==> config.mk <==
export PLATFORM = sky130hd
export DESIGN_NAME = smart_house_uart_rx
export DESIGN_NICKNAME = d
export VERILOG_FILES = /design/src/rtl/smart_house_uart_rx.sv
export SDC_FILE = /design/constraint.sdc
export NUM_CORES = 1
export LEC_CHECK = 0
export BUFFER_PORTS_ARGS = -buffer_cell sky130_fd_sc_hd__buf_4
export CAP_MARGIN = 10
export CORE_MARGIN = 8
export CORE_UTILIZATION = 53
export DETAILED_ROUTE_END_ITERATION = 12
export GPL_TIMING_DRIVEN = 0
export PLACE_DENSITY = 0.74
export REMOVE_ABC_BUFFERS = 1
export SLEW_MARGIN = 5
export SYNTH_ARGS = -nofsm -noshare
export SYNTH_HDL_FRONTEND = slang
export SYNTH_SLANG_ARGS = --single-unit
==> constraint.sdc <==
create_clock -name clock -period 1.6 [get_ports clock]
set_input_delay 0.32 -clock clock [delete_from_list [all_inputs] [get_ports clock]]
set_output_delay 0.32 -clock clock [all_outputs]
set_load 0.02 [all_outputs]
==> src/rtl/smart_house_uart_rx.sv <==
// smart_house_uart_rx: 8N1 UART receiver feeding the SmartHouse command
// recogniser. Each good byte appears on char with a one-cycle char_valid.
// Define SMART_HOUSE_UART_PARITY_EN for 8E1 framing with a parity_error pulse.
module smart_house_uart_rx #(
    parameter int CLKS_PER_BIT = 868
) (
    input  logic       clock,
    input  logic       reset,
    input  logic       rx,
    output logic [7:0] char,
    output logic       char_valid,
    output logic       frame_error,
    output logic       busy
`ifdef SMART_HOUSE_UART_PARITY_EN
    ,
    output logic       parity_error
`endif
);

    localparam int CW = $clog2(CLKS_PER_BIT);
    localparam logic [CW-1:0] FULL_M1 = CW'(CLKS_PER_BIT - 1);
    localparam logic [CW-1:0] HALF_M1 = CW'(CLKS_PER_BIT / 2 - 1);

    typedef enum logic [2:0] {
        IDLE,
        START,
        DATA,
`ifdef SMART_HOUSE_UART_PARITY_EN
        PARITY,
`endif
        STOP,
        WAIT_HIGH
    } state_t;

    state_t        state, state_n;
    logic          rx_m, rx_s;
    logic [CW-1:0] cnt, cnt_n;
    logic [2:0]    bit_idx, bit_idx_n;
    logic [7:0]    shift, shift_n;
    logic [7:0]    char_n;
    logic          char_valid_n, frame_error_n;
`ifdef SMART_HOUSE_UART_PARITY_EN
    logic          par, par_n;
    logic          parity_error_n;
`endif

    assign busy = (state != IDLE);

    // Two-flop synchroniser; idles high so reset does not look like a start bit.
    always_ff @(posedge clock or negedge reset) begin
        if (!reset) begin
            rx_m <= 1'b1;
            rx_s <= 1'b1;
        end else begin
            rx_m <= rx;
            rx_s <= rx_m;
        end
    end

    // State register.
    always_ff @(posedge clock or negedge reset) begin
        if (!reset) state <= IDLE;
        else        state <= state_n;
    end

    // Next-state and datapath updates; every sample point is mid-bit.
    always_comb begin
        state_n       = state;
        cnt_n         = cnt;
        bit_idx_n     = bit_idx;
        shift_n       = shift;
        char_n        = char;
        char_valid_n  = 1'b0;
        frame_error_n = 1'b0;
`ifdef SMART_HOUSE_UART_PARITY_EN
        par_n          = par;
        parity_error_n = 1'b0;
`endif
        case (state)
            IDLE: begin
                if (!rx_s) begin
                    state_n = START;
                    cnt_n   = '0;
                end
            end
            START: begin
                if (cnt == HALF_M1) begin
                    cnt_n = '0;
                    if (!rx_s) begin
                        state_n   = DATA;
                        bit_idx_n = 3'd0;
                    end else begin
                        state_n = IDLE;   // glitch, not a start bit
                    end
                end else begin
                    cnt_n = cnt + 1'b1;
                end
            end
            DATA: begin
                if (cnt == FULL_M1) begin
                    cnt_n            = '0;
                    shift_n[bit_idx] = rx_s;
                    if (bit_idx == 3'd7) begin
`ifdef SMART_HOUSE_UART_PARITY_EN
                        state_n = PARITY;
`else
                        state_n = STOP;
`endif
                    end else begin
                        bit_idx_n = bit_idx + 3'd1;
                    end
                end else begin
                    cnt_n = cnt + 1'b1;
                end
            end
`ifdef SMART_HOUSE_UART_PARITY_EN
            PARITY: begin
                if (cnt == FULL_M1) begin
                    cnt_n   = '0;
                    par_n   = rx_s;
                    state_n = STOP;
                end else begin
                    cnt_n = cnt + 1'b1;
                end
            end
`endif
            STOP: begin
                if (cnt == FULL_M1) begin
                    cnt_n = '0;
                    if (rx_s) begin
                        state_n = IDLE;
`ifdef SMART_HOUSE_UART_PARITY_EN
                        if (^{shift, par}) begin
                            parity_error_n = 1'b1;
                        end else begin
                            char_n       = shift;
                            char_valid_n = 1'b1;
                        end
`else
                        char_n       = shift;
                        char_valid_n = 1'b1;
`endif
                    end else begin
                        // Stop bit low wins over any parity result.
                        frame_error_n = 1'b1;
                        state_n       = WAIT_HIGH;
                    end
                end else begin
                    cnt_n = cnt + 1'b1;
                end
            end
            WAIT_HIGH: begin
                if (rx_s) state_n = IDLE;
            end
            default: state_n = IDLE;
        endcase
    end

    // Datapath and strobe registers.
    always_ff @(posedge clock or negedge reset) begin
        if (!reset) begin
            cnt          <= '0;
            bit_idx      <= 3'd0;
            shift        <= 8'h00;
            char         <= 8'h00;
            char_valid   <= 1'b0;
            frame_error  <= 1'b0;
`ifdef SMART_HOUSE_UART_PARITY_EN
            par          <= 1'b0;
            parity_error <= 1'b0;
`endif
        end else begin
            cnt          <= cnt_n;
            bit_idx      <= bit_idx_n;
            shift        <= shift_n;
            char         <= char_n;
            char_valid   <= char_valid_n;
            frame_error  <= frame_error_n;
`ifdef SMART_HOUSE_UART_PARITY_EN
            par          <= par_n;
            parity_error <= parity_error_n;
`endif
        end
    end

endmodule

==> Yosys cells after proc, flatten, opt, wreduce, memory -nomap -nowiden <==
Index checks and enable logic that the tools add are counted.
W data, S select, Z words.
{ "op_classes": {"add_sub_neg": 2, "n_eq_ne": 15, "n_reduce_logical": 11, "n_lt_le_gt_ge": 2, "n_mux": 27} }
{ "op_table": {"columns": ["cell", "n"], "rows": [
  ["$mux W3", 11],
  ["$mux W10", 3],
  ["$pmux W10 S3", 1],
  ["$ne A2 B2 Y1 const B", 8],
  ["$pmux W3 S5", 1],
  ["$add A10 B1 Y10 const B", 1],
  ["$eq A10 B10 Y1 const B", 1],
  ["$eq A10 B9 Y1 const B", 1],
  ["$bwmux W8", 1],
  ["$mux W1", 7],
  ["$eq A3 B2 Y1 const B", 2],
  ["$eq A3 B3 Y1 const B", 2],
  ["$pmux W3 S2", 1],
  ["$reduce_and A6 Y1", 1],
  ["$reduce_bool A3 Y1", 2],
  ["$reduce_and A5 Y1", 1],
  ["$lt A3 B4 Y1 const B", 1],
  ["$reduce_and A2 Y1", 2],
  ["$add A3 B1 Y3 const B", 1],
  ["$demux W1 S3", 1],
  ["$eq A3 B1 Y1 const B", 1],
  ["$ge A3 B1 Y1 const B", 1],
  ["$logic_not A3 Y1", 1],
  ["$reduce_and A3 Y1", 1],
  ["4 further kinds", 4]
]} }
{ "totals": {"wordCells": 66, "in_bits": 3, "regBits": 36, "out_inout_bits": 11} }

==> Logic depth before layout (Yosys ltp) <==
Gate-level depths: netlist of run 1.
{ "depth": {"word_depth": 5, "ltp_mapped": 6, "mapped_depth_nobuf": 6} }

==> Worst setup path before layout of run 1 <==
Ideal clock, no wire load.
{ "synth_timing": {"kind": "register -> register", "from": "reg cnt[0]", "to": "reg shift[4]", "path_stages_with_launch": 6, "path_slack_ns": -0.124, "arrival_ns": 1.600, "cell_sequence": "dfrtp_1 -> ha_1 -> and4bb_4 -> nand4_4 -> nor4b_2 -> mux2_2"} }
{ "synth_via": {"elab_chain_cells": 2} }
{ "synth_lines": {"columns": ["item", "line_no", "source"], "rows": [
  ["start: declaration", "37", "logic [CW-1:0] cnt, cnt_n;"],
  ["start signal: assignment", "173", "cnt <= cnt_n;"],
  ["$eq A10 B10 Y1", "100", "if (cnt == FULL_M1) begin"],
  ["$reduce_and A2 Y1 (no source line)", null, null],
  ["end signal: assignment", "175", "shift <= shift_n;"],
  ["end: declaration", "39", "logic [7:0] shift, shift_n;"]
]} }
Every way passes these cells.
A chain may end at the register's enable or synchronous reset.

==> Final worst setup path of run 1 <==
{ "layout_timing": {"from": "reg cnt[0]", "to": "reg cnt[6]"} }
{ "layout_via": {"elab_chain_cells": 3} }
{ "layout_lines": {"columns": ["item", "line_no", "source"], "rows": [
  ["$add A10 B1 Y10, or another cell as far along", "96, 113, 149", null],
  ["$mux W10 (on tied branches)", "100, 128, 87", null],
  ["$pmux W10 S3 *", "79", "case (state)"]
]} }
Mark *: on every way between the ends. The rest lies on a longest branch, timed or not.

==> flow_summary.yaml, run 1 <==
outcome:
  status: "finished, violations left"
  violations: "negative setup slack"
power_and_ir_drop:
  p_leak_nw: 1.23
  p_per_area_nw_per_um2: 565
  ir_drop_v: 0.000432
place:
  port_buffers: 13
  hpwl_mm: 2.56
  post-place-cells: 217
  place_area_um2: 1980
  place.gp.congestion: 0.818
worst_setup_path:
  crit_path_start_kind: "flip-flop"
  critical_path.max_fanout: 8
  reg2regPathDepth: 7
  r2r_setup_slack_ns: -0.35
  cp_data_arrival_time_ns: 2.20
  end_kind: "flip-flop"
  r2r-start: "cnt[0]"
  reg2reg_to: "cnt[6]"
  cp.required_ns: 1.85
  worstSetupPathType: "flip-flop to flip-flop"
synthesis:
  synth-edff-count: 0
  synth_cell_types: 47
  yosysWarnings: 0
  yosys_register_bits: 36
  syn-mean-instance-area_um2: 11.3
  synth_simple_gate_area_share_pct: 22.0
  ys_async_sr_fraction_pct: 100
  synth_ff_type: "dfrtp_1"
  ys_seq_area_share_pct: 48.8
  synthAdderAreaFrac_pct: 2.70
  synth.mux.area_fraction_pct: 10.3
  synthXorXnorAreaFrac_pct: 0.947
  synth_top_family_by_area: "simple AND/OR/NAND/NOR gates"
  synth_cells: 164
  synth_compound_area_share_pct: 12.1
  synth.cell_area_um2: 1850
global_route:
  grt_antenna_before_repair: 0
  gr-usage-met2_pct: 34.6
  busiest_layer: "met2"
  met3_usage_pct: 4.26
  grt_use_total_pct: 20.1
  grt_max_degree: 37
  grt_pass1_wl_mm: 8.45
  grt_overflow: 0
  first_global_vias: 1681
  grt_use_met1_pct: 22.6
sta:
  timing.final.ws_setup_ns: -0.347
  max_slew_margin_pct: 59.4
  finClkSkew_ns: 0.0216
  rsz0062_at_grt: "true"
  fin_tns_setup_ns: -7.63
  fmax_mhz: 514
  min_period_over_period_pct: 122
  drv_slew: 0
  finalSetupViolations: 32
  finalHoldViolCount: 0
  worst_pin_slew_ns: 0.607
  min_period_ns: 1.95
final_layout:
  fin_nets: 234
  final_layout_size_suffix_gt1_share_pct: 60.5
  utilization_pct: 84.7
  area_delta_synth_final_pct: 52.7
  stdcell_area_um2: 2830
  finalNonFillerCells: 274
  final_cell_mix: "buf_4 (46), dfrtp_1 (24), nand2_1 (12)"
  antenna_cells: 0
  final_common_cell: "buf_4"
min_path:
  worst_hold_path_type: "input pin to flip-flop"
  worstHoldPathCells: 1
  holdPathEnd: "rx_m"
  hp-start: "rx"
clock_network:
  clk_latency_ns: 0.35
  cts_buffers: 5
  htreeDepth: 2
  cts_root_buf: "clkbuf_4"
  clock-sinks: 36
  max-clock-path-buffers: 2
  cts_tree: "done"
  clk_pin_slew_worst_paths_ns: 0.11
detailed_routing:
  vias: 1746
  first_iter_violations: 168
  drtAntennaViolNets: 0
  route.detailed.drc: 0
  drt_wl_total_mm: 6.44
  dr.pass1.iters: 4
  avgRoutedWirePerCell_um: 23.5
  vias_per_cell: 6.37
die:
  die_h_um: 75.1
  coreArea_um2: 3340
  start_util_pct: 55.5
  num_rows: 21
  die_w_um: 75.1
  ioPinCount: 14
  die-area_um2: 5640
run:
  maxCapViolCount: 0
[routing by layer]
metal	up-vias	wire length, µm	share of wire (%)
li1	742	-	-
met1	875	2530	39
met2	98	3310	51
met3	31	374	5.8
met4	0	225	3.5
met5	-	0	0
[sequential cells by signal, summed over array words and instances, names as in the netlist]
register	count
bit_idx	3
char	8
char_valid	1
cnt	10
frame_error	1
rx_m	1
rx_s	1
shift	8
state	3
[stage by stage]
| step | total power, mW | hold WS [ns] | setup slack [ns] |
|---|---|---|---|
| CTS | 1.60 | 0.0636 | -0.228 |
| detailed placement | 0.961 | 0.299 | -0.351 |
| finish | 1.60 | 0.0838 | -0.347 |
| global placement | 0.960 | 0.291 | -0.301 |
| global route | 1.66 | 0.0575 | -0.435 |
| floorplan | 0.937 | 0.0244 | -0.124 |
[Yosys cell counts, types with 2 or more instances]
library cell  instances  area share [%]
dfrtp_1              34              46
mux2_2               16             9.7
nand2_1              12             2.4
inv_1                 8             1.6
o211ai_1              8             3.2
a21oi_1               6             1.6
nor2_1                6             1.2
nand3_1               5             1.4
nor4_1                5             1.7
and2_1                4             1.4
ha_1                  4             2.7
or3_1                 4             1.4
clkbuf_1              3            0.61
nor3_1                3            0.81
nor3b_1               3             1.2
o21ai_0               3            0.81
a22o_1                2            0.95
a31oi_2               2             1.4
buf_2                 2            0.54
dfstp_2               2             2.8
nor4b_2               2             1.6
o221ai_1              2            0.95
o22ai_1               2            0.68
or2_2                 2            0.68
xor2_1                2            0.95
[worst max-delay path: stages, from the launching register on]
cell       delay, ns
dfrtp_2         0.47
ha_4            0.17
and4bb_4        0.24
buf_12          0.14
a31oi_4         0.36
buf_6           0.17
o2111ai_1       0.13
o211ai_1        0.16
[logic make-up (layout without fill, tap and decap cells)]
logic type	count (synthesis)	count (layout)
DFF	36	36
xor gates and xnor gates	2	2
muxes	17	17
AOI/OAI and AO/OA	31	31
adders and majority gates	4	4
buffers and inverters	14	76
and+or+nand+nor	60	62
[repair_timing]
action	4_1_cts	5_1_grt
hold buffers	1	0
endpoints found under the hold margin	34	0
endpoints found under the setup margin	33	32
gates cloned	2	1
pin swaps	16	17
buffers inserted	33	13
gates resized for setup	37	39
[how the worst max path moves through the flow]
stage               startpoint          to  slack [ns]
floorplan               cnt[0]    shift[4]       -0.12
global placement          rx_s      cnt[9]       -0.30
detailed placement      cnt[0]      cnt[9]       -0.35
CTS                     cnt[1]  bit_idx[0]       -0.23
global route            cnt[0]      cnt[6]       -0.43
finish                  cnt[0]      cnt[6]       -0.35
[final cells by class]
class / count / area [µm²]
multi-input cells: 116 / 1190
flip-flops and latches: 36 / 920
repair buffers: 60 / 551
fillers: 131 / 510
well taps: 46 / 57.6
clock buffers: 6 / 41.3
clock inverters: 2 / 35.0
inverters: 8 / 30.0
[power breakdown]
part | internal, mW | switching [mW] | total (mW)
sequential | 0.915 | 0.00670 | 0.922
clock | 0.328 | 0.320 | 0.648
combinational | 0.00737 | 0.0199 | 0.0273
total | 1.25 | 0.347 | 1.60
No activity file was read; power rests on OpenSTA's default activity.
==> run 2: changes to the inputs <==
- HOLD_SLACK_MARGIN: not set -> 0.06
- SETUP_SLACK_MARGIN: not set -> 0.02
==> run 2 against run 1 <==
Net effect:
- the flow still finishes with violations (negative setup slack)
- largest power group unchanged
- count of clock-buffer cells in the layout is the same
- sequential power barely moved
- critical endpoint is now state[0]
- sequential cell count is the same
- register-to-register slack worse by 0.05 ns
- non-clock buffer count stayed put
- final cell count is the same
==> flow_summary.yaml, run 2 (synthesis results as in run 1) <==
final_layout:
  top_register: "cnt"
  largestRegisters: "cnt x10, char x8, shift x8"
  final_cell_mix: "buf_4 (44), dfrtp_1 (24), nand2_1 (12)"
  finalNonFillerCells: 274
  final_layout_size_suffix_gt1_share_pct: 60.5
  largest_reg_flops: 10
  final_common_cell: "buf_4"
  antenna_cells: 0
  area_delta_synth_final_pct: 53.2
  fin_nets: 234
sta:
  max_slew_margin_pct: 57.5
  finClkSkew_ns: 0.0131
  drv_slew: 0
  finalHoldViolCount: 0
  finalSetupViolations: 32
  fmax_mhz: 500
  min_period_ns: 2.00
  rsz0062_at_grt: "true"
  timing.final.ws_setup_ns: -0.400
  worst_pin_slew_ns: 0.635
  timing.hold.ws_ns: 0.364
  min_period_over_period_pct: 125
global_route:
  first_global_vias: 1681
  grt_antenna_before_repair: 0
  grt_max_degree: 37
  grt_use_total_pct: 20.1
  grt_overflow: 0
  grt_pass1_wl_mm: 8.45
min_path:
  worst_hold_path_type: "flip-flop to flip-flop"
clock_network:
  htreeDepth: 2
  cts_root_buf: "clkbuf_4"
  clk_pin_slew_worst_paths_ns: 0.11
  cts_tree: "done"
  cts_buffers: 5
  clock-sinks: 36
  clk_latency_ns: 0.35
  max-clock-path-buffers: 2
place:
  port_buffers: 13
  preCtsSetupSlack_ns: -0.351
  hpwl_mm: 2.56
  post-place-cells: 217
  place.gp.congestion: 0.818
detailed_routing:
  avgRoutedWirePerCell_um: 22.2
  drtAntennaViolNets: 0
  first_iter_violations: 186
  drt_wl_total_mm: 6.08
  dr.pass1.iters: 4
  vias_per_cell: 6.30
  route.detailed.drc: 0
  vias: 1726
die:
  die_w_um: 75.1
  coreArea_um2: 3340
  die-area_um2: 5640
  start_util_pct: 55.5
  die_h_um: 75.1
  ioPinCount: 14
  num_rows: 21
outcome:
  violations: "negative setup slack"
  status: "finished, violations left"
worst_setup_path:
  end_kind: "flip-flop"
  critPathBufInv: 3
  r2r_setup_slack_ns: -0.40
  critical_path.max_fanout: 4
  cp.required_ns: 1.83
  cp_data_arrival_time_ns: 2.23
  worst_path_largest_cell_delay_ns: 0.46
  crit_path_start_kind: "flip-flop"
  slowest_stage: "dfrtp_2"
  path_cells: "inv_2, ha_4, and4bb_2, buf_6, a31oi_4, clkbuf_16, o21ai_0, a21oi_2"
  worstSetupPathType: "flip-flop to flip-flop"
  critPathTopFamily: "compound AO/OA/AOI/OAI gates"
power_and_ir_drop:
  p_per_area_nw_per_um2: 564
  p_leak_nw: 1.23
  power_frac_comb_pct: 1.8
  switching_share_pct: 21.8
  pwr-share-clk_pct: 40.6
  p_int_mw: 1.25
  ir_drop_v: 0.000540
  switching_power_uw: 348
  p_seq_share_pct: 57.6
  report.power.total_mw: 1.60
run:
  maxCapViolCount: 0
run 2: layout make-up:
type / count / area (µm²)
clock buffer: 6 / 41.3
clock inverter: 2 / 35.0
fill: 133 / 502
inverter: 8 / 30.0
multi-input combinational: 116 / 1200
sequential: 36 / 916
tap: 46 / 57.6
timing repair buffer: 60 / 557
run 2: what timing repair did:
item,CTS,global route
buffers inserted,33,12
setup endpoints to repair,33,33
cloned,2,1
hold buffers,1,1
pin swaps,15,18
hold endpoints to repair,34,1
gates resized for setup,37,40
run 2: worst paths after layout:
check,depth (start not counted),end,startpoint
worst min-delay path,0,rx_s,rx_m
min in group asynchronous,2,cnt[5],reset
worst min register to register,0,rx_s,rx_m
worst max register to register,8,state[0],cnt[1]
max in group asynchronous,2,rx_m,reset
worst max-delay path,8,state[0],cnt[1]
run 2: per-layer routing:
metal	GRT usage, %	vias up	wire (µm)
met5	0	-	0
met4	10.2	0	213
met3	4.26	29	422
met2	34.6	105	3040
met1	22.6	853	2400
li1	-	739	-
run 2: power by group through the flow:
stage	clock network [mW]	registers [mW]	logic, mW
global route	0.701	0.922	0.0324
floorplan	0	0.935	0.00212
CTS	0.655	0.920	0.0272
finish	0.648	0.921	0.0287
global placement	0	0.937	0.0230
detailed placement	0	0.937	0.0241
run 2: stage by stage:
stage	area, µm²	util (%)	setup TNS (ns)
3_5_place_dp	1980	59.3	-8.45
3_3_place_gp	1980	59.3	-6.94
2_1_floorplan	1820	-	-2.07
6_report	2840	85.0	-8.37
5_1_grt	2840	85.0	-9.65
4_1_cts	2550	76.3	-5.54
==> run 3: changes to the inputs <==
- CORE_UTILIZATION: 53 -> 51
- PLACE_DENSITY: 0.74 -> 0.72
==> run 3 against run 2 <==
Net effect:
- the run still ends with negative setup slack left
- clock power decreased by 0.6%
- global-route usage decreased by 3.7 points
- non-clock buffer count decreased by 17
- sequential cell count unchanged
- count of clock-buffer cells in the layout unchanged
- routed wire length decreased by 24%
- critical path type unchanged
- largest cell class unchanged
==> flow_summary.yaml, run 3 (synthesis results as in run 1) <==
outcome:
  status: "finished, violations left"
  violations: "negative setup slack"
final_layout:
  final_common_cell: "buf_4"
  final_cell_mix: "buf_4 (36), dfrtp_1 (29), mux2_2 (13)"
  multi_input_area_um2: 1110
  top_register: "cnt"
  finalNonFillerCells: 260
  fin_nets: 218
  antenna_cells: 0
  seq_area_um2: 910
  largest_reg_flops: 10
  fillers: 253
  area_delta_synth_final_pct: 37.1
  largestRegisters: "cnt x10, char x8, shift x8"
  final_layout_size_suffix_gt1_share_pct: 49.5
global_route:
  grt_antenna_before_repair: 0
  first_global_vias: 1506
  grt_pass1_wl_mm: 7.73
  grt_use_total_pct: 16.3
  grt_overflow: 0
  grt_max_degree: 37
worst_setup_path:
  critPathTopFamily: "simple AND/OR/NAND/NOR gates"
  path_cells: "inv_1, ha_4, and4bb_2, a32oi_1, or3b_4, mux2_4"
  critical_path.max_fanout: 3
  r2r_setup_slack_ns: -0.24
  r2r-start: "cnt[1]"
  worst_path_largest_cell_delay_ns: 0.42
  slowest_stage: "dfrtp_1"
  reg2reg_to: "bit_idx[0]"
  cp.required_ns: 1.84
  cp_data_arrival_time_ns: 2.08
  worstSetupPathType: "flip-flop to flip-flop"
  critPathBufInv: 1
  crit_path_start_kind: "flip-flop"
  end_kind: "flip-flop"
  critPathLaunch: "cnt[1]"
  reg2regPathDepth: 6
power_and_ir_drop:
  switching_power_uw: 343
  p_per_area_nw_per_um2: 628
  p_int_mw: 1.25
  p_leak_nw: 1.13
  report.power.total_mw: 1.59
  power_frac_comb_pct: 1.8
  ir_drop_v: 0.000686
  pwr-share-clk_pct: 40.4
  switching_share_pct: 21.5
  p_seq_share_pct: 57.8
detailed_routing:
  dr.pass1.iters: 4
  vias_per_cell: 5.88
  drtAntennaViolNets: 0
  drt_wl_total_mm: 4.62
  first_iter_violations: 101
  route.detailed.drc: 0
  avgRoutedWirePerCell_um: 17.8
  vias: 1530
sta:
  min_period_ns: 1.84
  max_slew_margin_pct: 63.9
  rsz0062_at_grt: "true"
  finalSetupViolations: 32
  finalHoldViolCount: 0
  min_period_over_period_pct: 115
  worst_pin_slew_ns: 0.540
  fmax_mhz: 544
  finClkSkew_ns: 0.0118
  timing.final.ws_setup_ns: -0.237
  drv_slew: 0
min_path:
  worst_hold_path_type: "flip-flop to flip-flop"
  holdPathEnd: "rx_s"
  worstHoldPathCells: 0
  hp-start: "rx_m"
clock_network:
  clk_latency_ns: 0.36
  max-clock-path-buffers: 2
  cts_tree: "done"
  clk_pin_slew_worst_paths_ns: 0.10
  clock-sinks: 36
  cts_root_buf: "clkbuf_4"
  htreeDepth: 2
  cts_buffers: 5
place:
  post-place-cells: 219
  port_buffers: 13
  hpwl_mm: 2.49
  place.gp.congestion: 0.826
die:
  num_rows: 22
  ioPinCount: 14
  start_util_pct: 51.7
  die-area_um2: 5810
  coreArea_um2: 3580
  die_w_um: 76.2
  die_h_um: 76.2
run:
  maxCapViolCount: 0
## run 3: timing repair
action	CTS	global route
gates cloned	3	0
pin swaps	14	4
hold buffers	1	1
setup endpoints to repair	33	32
setup buffers	23	5
hold endpoints to repair	34	1
gates resized for setup	36	8
## run 3: final cells by class
cell class / instances / area share, %
sequential: 36 / 35.8
clock inverter: 2 / 1.38
inverter: 8 / 1.18
tap: 48 / 2.37
timing repair buffer: 43 / 14.0
multi-input combinational: 117 / 43.6
clock buffer: 6 / 1.63
## run 3: worst max-delay path by stage
stage                       to  slack [ns]  cells after the start
floorplan             shift[4]       -0.12                      5
global placement       char[7]       -0.29                      4
detailed placement      cnt[7]       -0.36                      4
CTS                     cnt[9]       -0.19                      8
global route          shift[0]       -0.31                      5
finish              bit_idx[0]       -0.24                      6
## run 3: through the flow
step	utilization (%)	hold slack [ns]	instance area (µm²)	worst slack, ns	setup TNS [ns]
5_1_grt	70.9	0.365	2540	-0.310	-8.18
3_5_place_dp	55.4	0.298	1980	-0.358	-8.75
2_1_floorplan	-	0.0244	1820	-0.124	-2.07
4_1_cts	68.4	0.0607	2450	-0.193	-5.03
3_3_place_gp	55.4	0.291	1980	-0.289	-6.85
6_report	70.9	0.362	2540	-0.237	-5.98
## run 3: per-layer routing
| metal | GRT usage, % | wire length, µm | share of wire (%) |
|---|---|---|---|
| met3 | 4.83 | 260 | 5.6 |
| met2 | 25.7 | 2300 | 50 |
| met1 | 20.7 | 1970 | 43 |
| met5 | 0 | 0 | 0 |
| met4 | 5.77 | 81 | 1.8 |
## run 3: power groups by stage
stage	Sequential [mW]	Combinational (mW)	Clock [mW]
4_1_cts	0.920	0.0267	0.653
2_1_floorplan	0.935	0.00212	0
6_report	0.920	0.0284	0.644
3_3_place_gp	0.937	0.0231	0
3_5_place_dp	0.937	0.0241	0
5_1_grt	0.921	0.0337	0.682
